==> config.mk <==
export PLATFORM = sky130hd
export DESIGN_NAME = rf_scoreboard
export DESIGN_NICKNAME = d
export VERILOG_FILES = /design/src/rtl/rf_scoreboard.sv
export SDC_FILE = /design/constraint.sdc
export NUM_CORES = 1
export LEC_CHECK = 0
export ABC_AREA = 1
export CAP_MARGIN = 5
export CORE_AREA = 5 5 150 138
export CTS_CLUSTER_DIAMETER = 40
export CTS_CLUSTER_SIZE = 14
export DETAILED_ROUTE_END_ITERATION = 10
export DIE_AREA = 0 0 155 143
export GPL_TIMING_DRIVEN = 0
export PLACE_DENSITY = 0.54
export SLEW_MARGIN = 20
export SYNTH_ARGS = -nofsm -noshare
export SYNTH_HDL_FRONTEND = slang
export SYNTH_SLANG_ARGS = --single-unit
==> constraint.sdc <==
create_clock -name i_clk -period 7.38 [get_ports i_clk]
set_input_delay 1.476 -clock i_clk [delete_from_list [all_inputs] [get_ports i_clk]]
set_output_delay 1.476 -clock i_clk [all_outputs]
set_load 0.03 [all_outputs]
==> src/rtl/rf_scoreboard.sv <==
// Register-file scoreboard: per-register in-flight write counters that stall issue
// on source hazards and on counter/global saturation, retired by rf writeback traffic.
module rf_scoreboard #(
  parameter int CNT_W        = 2,
  parameter int MAX_INFLIGHT = 6,
  parameter bit BYPASS_EN    = 1'b0
) (
  input  logic                                  i_clk,
  input  logic                                  i_rst,
  input  logic                                  i_issue_valid,
  output logic                                  o_issue_ready,
  input  logic [4:0]                            i_issue_rs1,
  input  logic                                  i_issue_rs1_used,
  input  logic [4:0]                            i_issue_rs2,
  input  logic                                  i_issue_rs2_used,
  input  logic                                  i_issue_rd_wen,
  input  logic [4:0]                            i_issue_rd,
  input  logic                                  i_rd_wen,
  input  logic [4:0]                            i_rd_waddr,
  input  logic                                  i_flush,
  output logic                                  o_rs1_busy,
  output logic                                  o_rs2_busy,
  output logic [31:0]                           o_busy_mask,
  output logic [$clog2(MAX_INFLIGHT+1)-1:0]     o_inflight,
  output logic                                  o_err
);

  localparam int INF_W = $clog2(MAX_INFLIGHT + 1);
  localparam logic [CNT_W-1:0] CNT_MAX = '1;
  localparam logic [CNT_W-1:0] CNT_ONE = CNT_W'(1);
  localparam logic [INF_W-1:0] INF_MAX = INF_W'(MAX_INFLIGHT);
  localparam logic [INF_W-1:0] INF_ONE = INF_W'(1);

  logic [CNT_W-1:0] cnt_q [32];
  logic [CNT_W-1:0] cnt_d [32];
  logic [INF_W-1:0] inflight_q, inflight_d;
  logic [31:0]      busy_mask_q, busy_mask_d;
  logic             err_q, err_d;

  logic [CNT_W-1:0] rs1_cnt, rs2_cnt, rd_cnt, wb_cnt;
  logic             rs1_bypass, rs2_bypass;
  logic             rs1_busy, rs2_busy, rd_block;
  logic             issue_ready, fire, issue_inc;
  logic             retire, retire_miss, same_reg;

  // Source hazards; with bypass, a writeback retiring the last pending write clears it.
  always_comb begin
    rs1_cnt    = cnt_q[i_issue_rs1];
    rs2_cnt    = cnt_q[i_issue_rs2];
    rs1_bypass = BYPASS_EN && i_rd_wen && (i_rd_waddr == i_issue_rs1) && (rs1_cnt == CNT_ONE);
    rs2_bypass = BYPASS_EN && i_rd_wen && (i_rd_waddr == i_issue_rs2) && (rs2_cnt == CNT_ONE);
    rs1_busy   = i_issue_rs1_used && (i_issue_rs1 != 5'd0) && (rs1_cnt != '0) && !rs1_bypass;
    rs2_busy   = i_issue_rs2_used && (i_issue_rs2 != 5'd0) && (rs2_cnt != '0) && !rs2_bypass;
  end

  always_comb begin
    rd_cnt      = cnt_q[i_issue_rd];
    wb_cnt      = cnt_q[i_rd_waddr];
    rd_block    = i_issue_rd_wen && (i_issue_rd != 5'd0) &&
                  ((rd_cnt == CNT_MAX) || (inflight_q == INF_MAX));
    issue_ready = !i_rst && !i_flush && !rs1_busy && !rs2_busy && !rd_block;
    fire        = i_issue_valid && issue_ready;
    issue_inc   = fire && i_issue_rd_wen && (i_issue_rd != 5'd0);
    retire      = i_rd_wen && (i_rd_waddr != 5'd0) && (wb_cnt != '0);
    retire_miss = i_rd_wen && (i_rd_waddr != 5'd0) && (wb_cnt == '0);
    same_reg    = issue_inc && retire && (i_issue_rd == i_rd_waddr);
  end

  // Flush wipes all tracking but leaves the sticky error flag alone.
  always_comb begin
    for (int n = 0; n < 32; n++) begin
      cnt_d[n] = cnt_q[n];
    end
    inflight_d = inflight_q;
    err_d      = err_q;
    if (i_flush) begin
      for (int n = 0; n < 32; n++) begin
        cnt_d[n] = '0;
      end
      inflight_d = '0;
    end else begin
      if (issue_inc && !same_reg) begin
        cnt_d[i_issue_rd] = rd_cnt + CNT_ONE;
      end
      if (retire && !same_reg) begin
        cnt_d[i_rd_waddr] = wb_cnt - CNT_ONE;
      end
      if (issue_inc && !retire) begin
        inflight_d = inflight_q + INF_ONE;
      end else if (retire && !issue_inc) begin
        inflight_d = inflight_q - INF_ONE;
      end
      if (retire_miss) begin
        err_d = 1'b1;
      end
    end
  end

  always_comb begin
    busy_mask_d = '0;
    for (int n = 1; n < 32; n++) begin
      busy_mask_d[n] = (cnt_d[n] != '0);
    end
  end

  always_ff @(posedge i_clk) begin
    if (i_rst) begin
      for (int n = 0; n < 32; n++) begin
        cnt_q[n] <= '0;
      end
      inflight_q  <= '0;
      busy_mask_q <= '0;
      err_q       <= 1'b0;
    end else begin
      cnt_q       <= cnt_d;
      inflight_q  <= inflight_d;
      busy_mask_q <= busy_mask_d;
      err_q       <= err_d;
    end
  end

  assign o_issue_ready = issue_ready;
  assign o_rs1_busy    = rs1_busy;
  assign o_rs2_busy    = rs2_busy;
  assign o_busy_mask   = busy_mask_q;
  assign o_inflight    = inflight_q;
  assign o_err         = err_q;

endmodule

==> results.md <==
- IO Count: 67
- Async SR Flop Fraction: 0
- Seq/Total Area, Yosys: 0.280
- Via-per-instance ratio: 5.54
- Synthesized area: 7070 um^2
- Leak: 4.22 nW
- Slew margin rel.: 0.401
- Clock input transition at the sequential cells of the worst setup and hold paths: 0.07 ns
- Worst EP required: 7.63 ns
- First-pass GRT wire length: 50.3 mm
- Detailed Place HPWL: 25.3 mm
- # setup viols final: 0
- FF-to-FF path depth: 25
- Gpl congestion: 1.03
- Routed length on met2: 13.4 mm
- GRT overflow: 0
- Rows: 48
- Setup tns final: 0 ns
- Gate count of the mapped netlist: 1242
- Synth cell types: 32
- Crit path capture type: flop
- Pre-CTS setup slack: -0.341 ns
- P&R area growth vs syn: 18.6%
- Met3 wire len: 3.69 mm
- Number of CTS-inserted buffers: 9
- Worst-skew pair later-pin latency: 0.36 ns
- Hold_buf cts: 0
- Setup Crit Path Kind: input pin to flop
- Worst-path maximum fanout: 11
- Initial Util: 0.374
- DR WL/cell: 21.2 um
- Syn nets: 1275
- Crit path time final: 7.19 ns
- Die ar.: 22200 um^2
- Synth Flop Type: dfxtp_1
- Yosys warns: 0
- Max cap viols: 0
- Die Ht: 143 um
- Peak VDD IR: 0.104 mV
- Number of port buffers: 65
- H-tree levels: 3
- Slowest cell on the critical path: clkdlybuf4s50_1
- Worst hold path class: flop to flop
- R2R Path Start: cnt_q[26]
- Largest net degree at the start of global routing: 20
- Die span in x: 155 um
- Area after DPL: 8030 um^2
- Hold slack: 0.474 ns
- Fin Clk Skew: 0.0169 ns
- WL final: 33.4 mm
- Hold Path End: o_err
- Min-delay src: o_err
- Synth top area share: 0.280
- Drt first pass iters: 5
- # clock sinks: 99
- Final Cycle Share: 0.974
- Post-cts sizing count: 0
- Worst Tran Pin Value: 0.898 ns
- Top sig layer: met4
- Ant diodes: 0
- Fin area: 8390 um^2
- Hold Path Cell Cnt: 2
- Most numerous cell in the Yosys netlist: nand2_1
- Clock Path Buffers: 2
- Filler Cell Count: 2135
- Cell taking the most area after synthesis: dfxtp_1
- Setup repair bufs after CTS: 0
- Synth top area cells: dfxtp_1 28%, nand2_1 18%, inv_1 9.7%
- Area of the multi-input gates: 4030 um^2
- Root buf cell: clkbuf_16
- Slowest stage delay, CP: 0.62 ns
- Startpoint Class: input pin
- Slew Limit Fails: 0
- DRT iter0 DRCs: 1223
- Vias in the first global route: 8073
- PwrDens: 160 nW/um^2
- Max frequency: 0.139 GHz
- Core region area: 18900 um^2
- Outcome: completed
- Avg Cell Area, Syn: 5.69 um^2
- CTS tree: yes
- Vias: 8714
- Hold Violations, Final: 0
- Seq. cell area: 1980 um^2
- Net count reported at finish: 1351
- Layout cell share with drive strength beyond 1: 0.0620
- Routed Antenna Nets: 0
- Setup WS post-layout: 0.195 ns
- Post-synth EDFFs: 0
- Met1 Routed Length: 15.3 mm
- Remaining DRCs: 0
- CP Data Arrival Time: 7.44 ns
- Post-synth top cells: 333 x nand2_1, 182 x inv_1, 134 x nand3_1
- GRT Overall Usage: 0.300
- Crit Reg-Reg Endpoint: o_busy_mask[26]
- Initial antenna violation count: 0
- R2R Setup Slk: 2.23 ns
- RSZ-0062 raised after global routing: false
- Synthesized flop and latch total: 99
==> critical path, delay by kind of cell <==
| family | cells | cell delay (ns) |
|---|---|---|
| AOI/OAI and AO/OA | 5 | 0.96 |
| buffers and inverters | 9 | 2.74 |
| adders and majority gates | 2 | 0.39 |
| and+or+nand+nor | 11 | 1.82 |
==> cell families (layout without fill, tap and decap cells) <==
logic type | Yosys count | count (layout) | synth area share
AOI/OAI and AO/OA | 226 | 226 | 0.174
adders and majority gates | 5 | 5 | 0.00991
buffers and inverters | 267 | 348 | 0.150
DFF | 99 | 99 | 0.280
other | 1 | 1 | 0.000530
and+or+nand+nor | 644 | 644 | 0.384
==> report_power, final <==
part           switching (W)  internal, W  leakage [nW]
clock network       0.000238     0.000308         0.167
registers         0.00000559     0.000541         0.799
logic               0.000177    0.0000711          3.25
==> per-stage QoR <==
stage | util | instances | power, W
2_1_floorplan | - | 1242 | 0.000695
3_3_place_gp | 0.425 | 1557 | 0.000799
3_5_place_dp | 0.425 | 1557 | 0.000799
4_1_cts | 0.443 | 1573 | 0.00135
5_1_grt | 0.443 | 1573 | 0.00140
6_report | 0.443 | 1573 | 0.00134
==> metal layers <==
layer | vias up | global-route usage
li1 | 4168 | -
met1 | 3977 | 0.440
met2 | 505 | 0.434
met3 | 64 | 0.0633
met4 | 0 | 0.103
met5 | - | 0
==> final cells by class <==
type	count	area share
timing repair buffer	65	0.0776
clock inverter	7	0.0139
inverter	212	0.0949
buffer	55	0.0327
multi-input combinational	876	0.481
clock buffer	9	0.0269
tap	250	0.0373
sequential	99	0.236
==> cell usage in the layout (no fill, tap or decap), types with 4 or more instances in the layout <==
cell type,n
nand2_1,333
inv_1,182
nand3_1,133
nor2_1,121
dfxtp_1,99
o21ai_0,85
a21oi_1,73
clkdlybuf4s50_1,65
o22ai_1,46
nand4_1,36
inv_2,29
clkbuf_1,24
buf_2,19
nor3_1,13
clkbuf_16,9
o21ai_1,8
clkbuf_2,5
buf_6,4
a22oi_1,4
o221ai_1,4
a221oi_1,4
ha_1,4
==> registers in the layout, summed over array words and instances, names as in the netlist <==
signal / flops
cnt_q: 64
o_busy_mask: 31
o_err: 1
o_inflight: 3
==> worst max path at each step <==
| stage | start | endpoint | slack, ns | depth (start not counted) |
|---|---|---|---|---|
| floorplan | i_issue_rd[0] | o_busy_mask[25] | 2.32 | 27 |
| global placement | i_issue_rd[1] | o_busy_mask[10] | -0.40 | 27 |
| detailed placement | i_issue_rd[1] | o_busy_mask[10] | -0.34 | 27 |
| CTS | i_issue_rd[1] | o_busy_mask[10] | 0.03 | 27 |
| global route | i_issue_rd[1] | o_busy_mask[26] | 0.09 | 27 |
| finish | i_issue_rd[1] | o_busy_mask[26] | 0.19 | 27 |
Note: power is estimated with default switching activity, not from simulation.
==> variant, RTL diff (config.mk and constraints unchanged) <==
Set the parameter `BYPASS_EN` to 1'b1 (it was 1'b0).
--- a/src/rtl/rf_scoreboard.sv
+++ b/src/rtl/rf_scoreboard.sv
@@ -3,7 +3,7 @@
 module rf_scoreboard #(
   parameter int CNT_W        = 2,
   parameter int MAX_INFLIGHT = 6,
-  parameter bit BYPASS_EN    = 1'b0
+  parameter bit BYPASS_EN    = 1'b1
 ) (
   input  logic                                  i_clk,
   input  logic                                  i_rst,
Function: changed (Yosys sat finds a counterexample within 4 cycles, from zero or initial values and one cycle with i_rst high).
==> variant against the unedited design <==
  * Clock power shrank 12%
  * Count of clock-buffer cells in the layout is the same
  * Synthesized area grew 7.8%
  * Setup slack gained 0.16 ns
  * Power shrank 3.5%
  * Clock skew shrank 0.0068 ns
  * Design area grew 5.4%
  * Wire length grew 6.7%
  * Sequential cell count is the same
  * Non-clock buffer count grew 14
  * Largest cell class unchanged
  * Largest power group unchanged
  * Highest routed layer unchanged
==> variant: results (changes against the unedited design) <==
placed_cell_area_um2: 8520  # was 8030 um^2
cts-root-buf: "clkbuf_16"  # unchanged
r2r_start: "cnt_q[26]"  # unchanged
fmax_mhz: 142  # was 139 MHz
status: "complete, no violations"  # unchanged
grt_use_met1_pct: 43.8  # was 44.0%
numPortBuffers: 59  # was 65
antenna_found_initial: 1  # was 0
pre_cts_ws_ns: -0.390  # was -0.341 ns
combPwrFrac_pct: 21.0  # was 18.5%
vias: 9548  # was 8714
clk_latency_ns: 0.36  # about the same
wl_met1_um: 15300  # about the same
seq_area_frac_synth_pct: 26.0  # was 28.0%
ir_drop_mv: 0.101  # was 0.104 mV
crit_slowest_cell: "clkdlybuf4s50_1"  # unchanged
dr.max_layer_used: "met4"  # unchanged
grt_first_pass_wirelength_um: 53800  # was 50300 um
arrival_ns: 7.28  # was 7.44 ns
avgSynthCellArea_um2: 5.65  # was 5.69 um^2
max_stage_delay_ns: 0.63
route.met2.wl_um: 14700  # was 13400 um
finalClockSkew_ns: 0.0100  # was 0.0169 ns
reg2regPathDepth: 24  # was 25
tightest_slew_ns: 0.739  # was 0.898 ns
yosys_warnings: 0  # unchanged
grtUsageTotal_pct: 31.9  # was 30.0%
largest_reg_flops: 64  # unchanged
grt_use_met2_pct: 47.8  # was 43.4%
grt_use_met3_pct: 7.88  # was 6.33%
dr_wl_met3_um: 4050  # was 3690 um
synthTopCellsByCount: "nand2_1 (397), inv_1 (203), nand3_1 (170)"  # was nand2_1 (333), inv_1 (182), nand3_1 (134)
pwr-share-seq_pct: 42.0  # was 40.8%
htree_levels: 3  # unchanged
hpwl_um: 27200  # was 25300 um
power.density_nw_per_um2: 146  # was 160 nW/um^2
drt-initial-drc-count: 1301  # was 1223
viasPerCell: 5.70  # was 5.54
r2r_setup_slack_ns: 2.45  # was 2.23 ns
p_leak_nw: 4.45  # was 4.22 nW
firstDrtPassIters: 6  # was 5
synth-edff-count: 0  # unchanged
dp_cells: 1657  # was 1557
grt_pass1_vias: 8799  # was 8073
holdWs_ns: 0.487  # was 0.474 ns
synth.distinct_cells: 31  # was 32
n_antenna_cell: 0  # unchanged
gp_congestion: 1.03  # about the same
clockBufferDepth: 2  # unchanged
num-nets-final: 1453  # was 1351
n_fill_cell: 2091  # was 2135
synthTopCellsByArea: "dfxtp_1 (26%), nand2_1 (20%), nand3_1 (11%)"  # was dfxtp_1 (28%), nand2_1 (18%), inv_1 (9.7%)
hp-start: "o_err"  # unchanged
critPathLaunch: "i_issue_rd[0]"  # was i_issue_rd[1]
p_sw_share_pct: 33.7  # was 31.4%
routed_wirelength_um: 35600  # was 33400 um
drive_above_1_share_pct: 5.68  # was 6.20%
hp-class: "flop to flop"  # unchanged
synthesis.nets: 1381  # was 1275
cts_buffers: 9  # unchanged
==> variant: cell types whose count changed in the layout (fill, tap and decap cells not counted), moves of 7 or more <==
cell | before | now
buf_4 | 2 | 18
o211ai_1 | 0 | 10
a21oi_1 | 73 | 80
nor2_1 | 121 | 91
nand2_1 | 333 | 397
nand4_1 | 36 | 49
inv_1 | 182 | 199
o22ai_1 | 46 | 54
o21ai_0 | 85 | 72
buf_2 | 19 | 26
nand3_1 | 133 | 170
inv_2 | 29 | 11
==> variant: worst max-delay path: cells and delay by family <==
family	cells	cell delay (ns)
adders and majority gates	2	0.45
buffers and inverters	9	2.67
AOI/OAI and AO/OA	5	1.04
and+or+nand+nor	11	1.62
==> variant: logic make-up (layout without fill, tap and decap cells) <==
| family | count (synthesis) | in the layout | synth area share (%) |
|---|---|---|---|
| simple gates | 725 | 725 | 40.7 |
| buf+inv | 287 | 364 | 15.4 |
| compound gates | 231 | 231 | 16.9 |
| flops | 99 | 99 | 26.0 |
| fa+ha+maj | 5 | 5 | 0.920 |
| other cells | 1 | 1 | 0.0492 |
==> variant: cell type report <==
cell class / count / area [um^2] / area share, %
sequential: 99 / 1980 / 22.4
tap: 250 / 313 / 3.54
timing repair buffer: 62 / 613 / 6.93
inverter: 214 / 806 / 9.11
clock inverter: 7 / 70.1 / 0.793
clock buffer: 9 / 225 / 2.55
multi-input combinational: 962 / 4460 / 50.5
buffer: 72 / 372 / 4.20
==> variant: timing repair <==
item / CTS / global route
setup endpoints to repair: 4 / 93
buffers inserted: 0 / 3
gates resized for setup: 0 / 9
pin swaps: 0 / 1
==> variant: final timing paths <==
kind	end
worst max-delay path	o_busy_mask[19]
worst max register to register	o_busy_mask[19]
worst min register to register	o_err
worst min-delay path	o_err
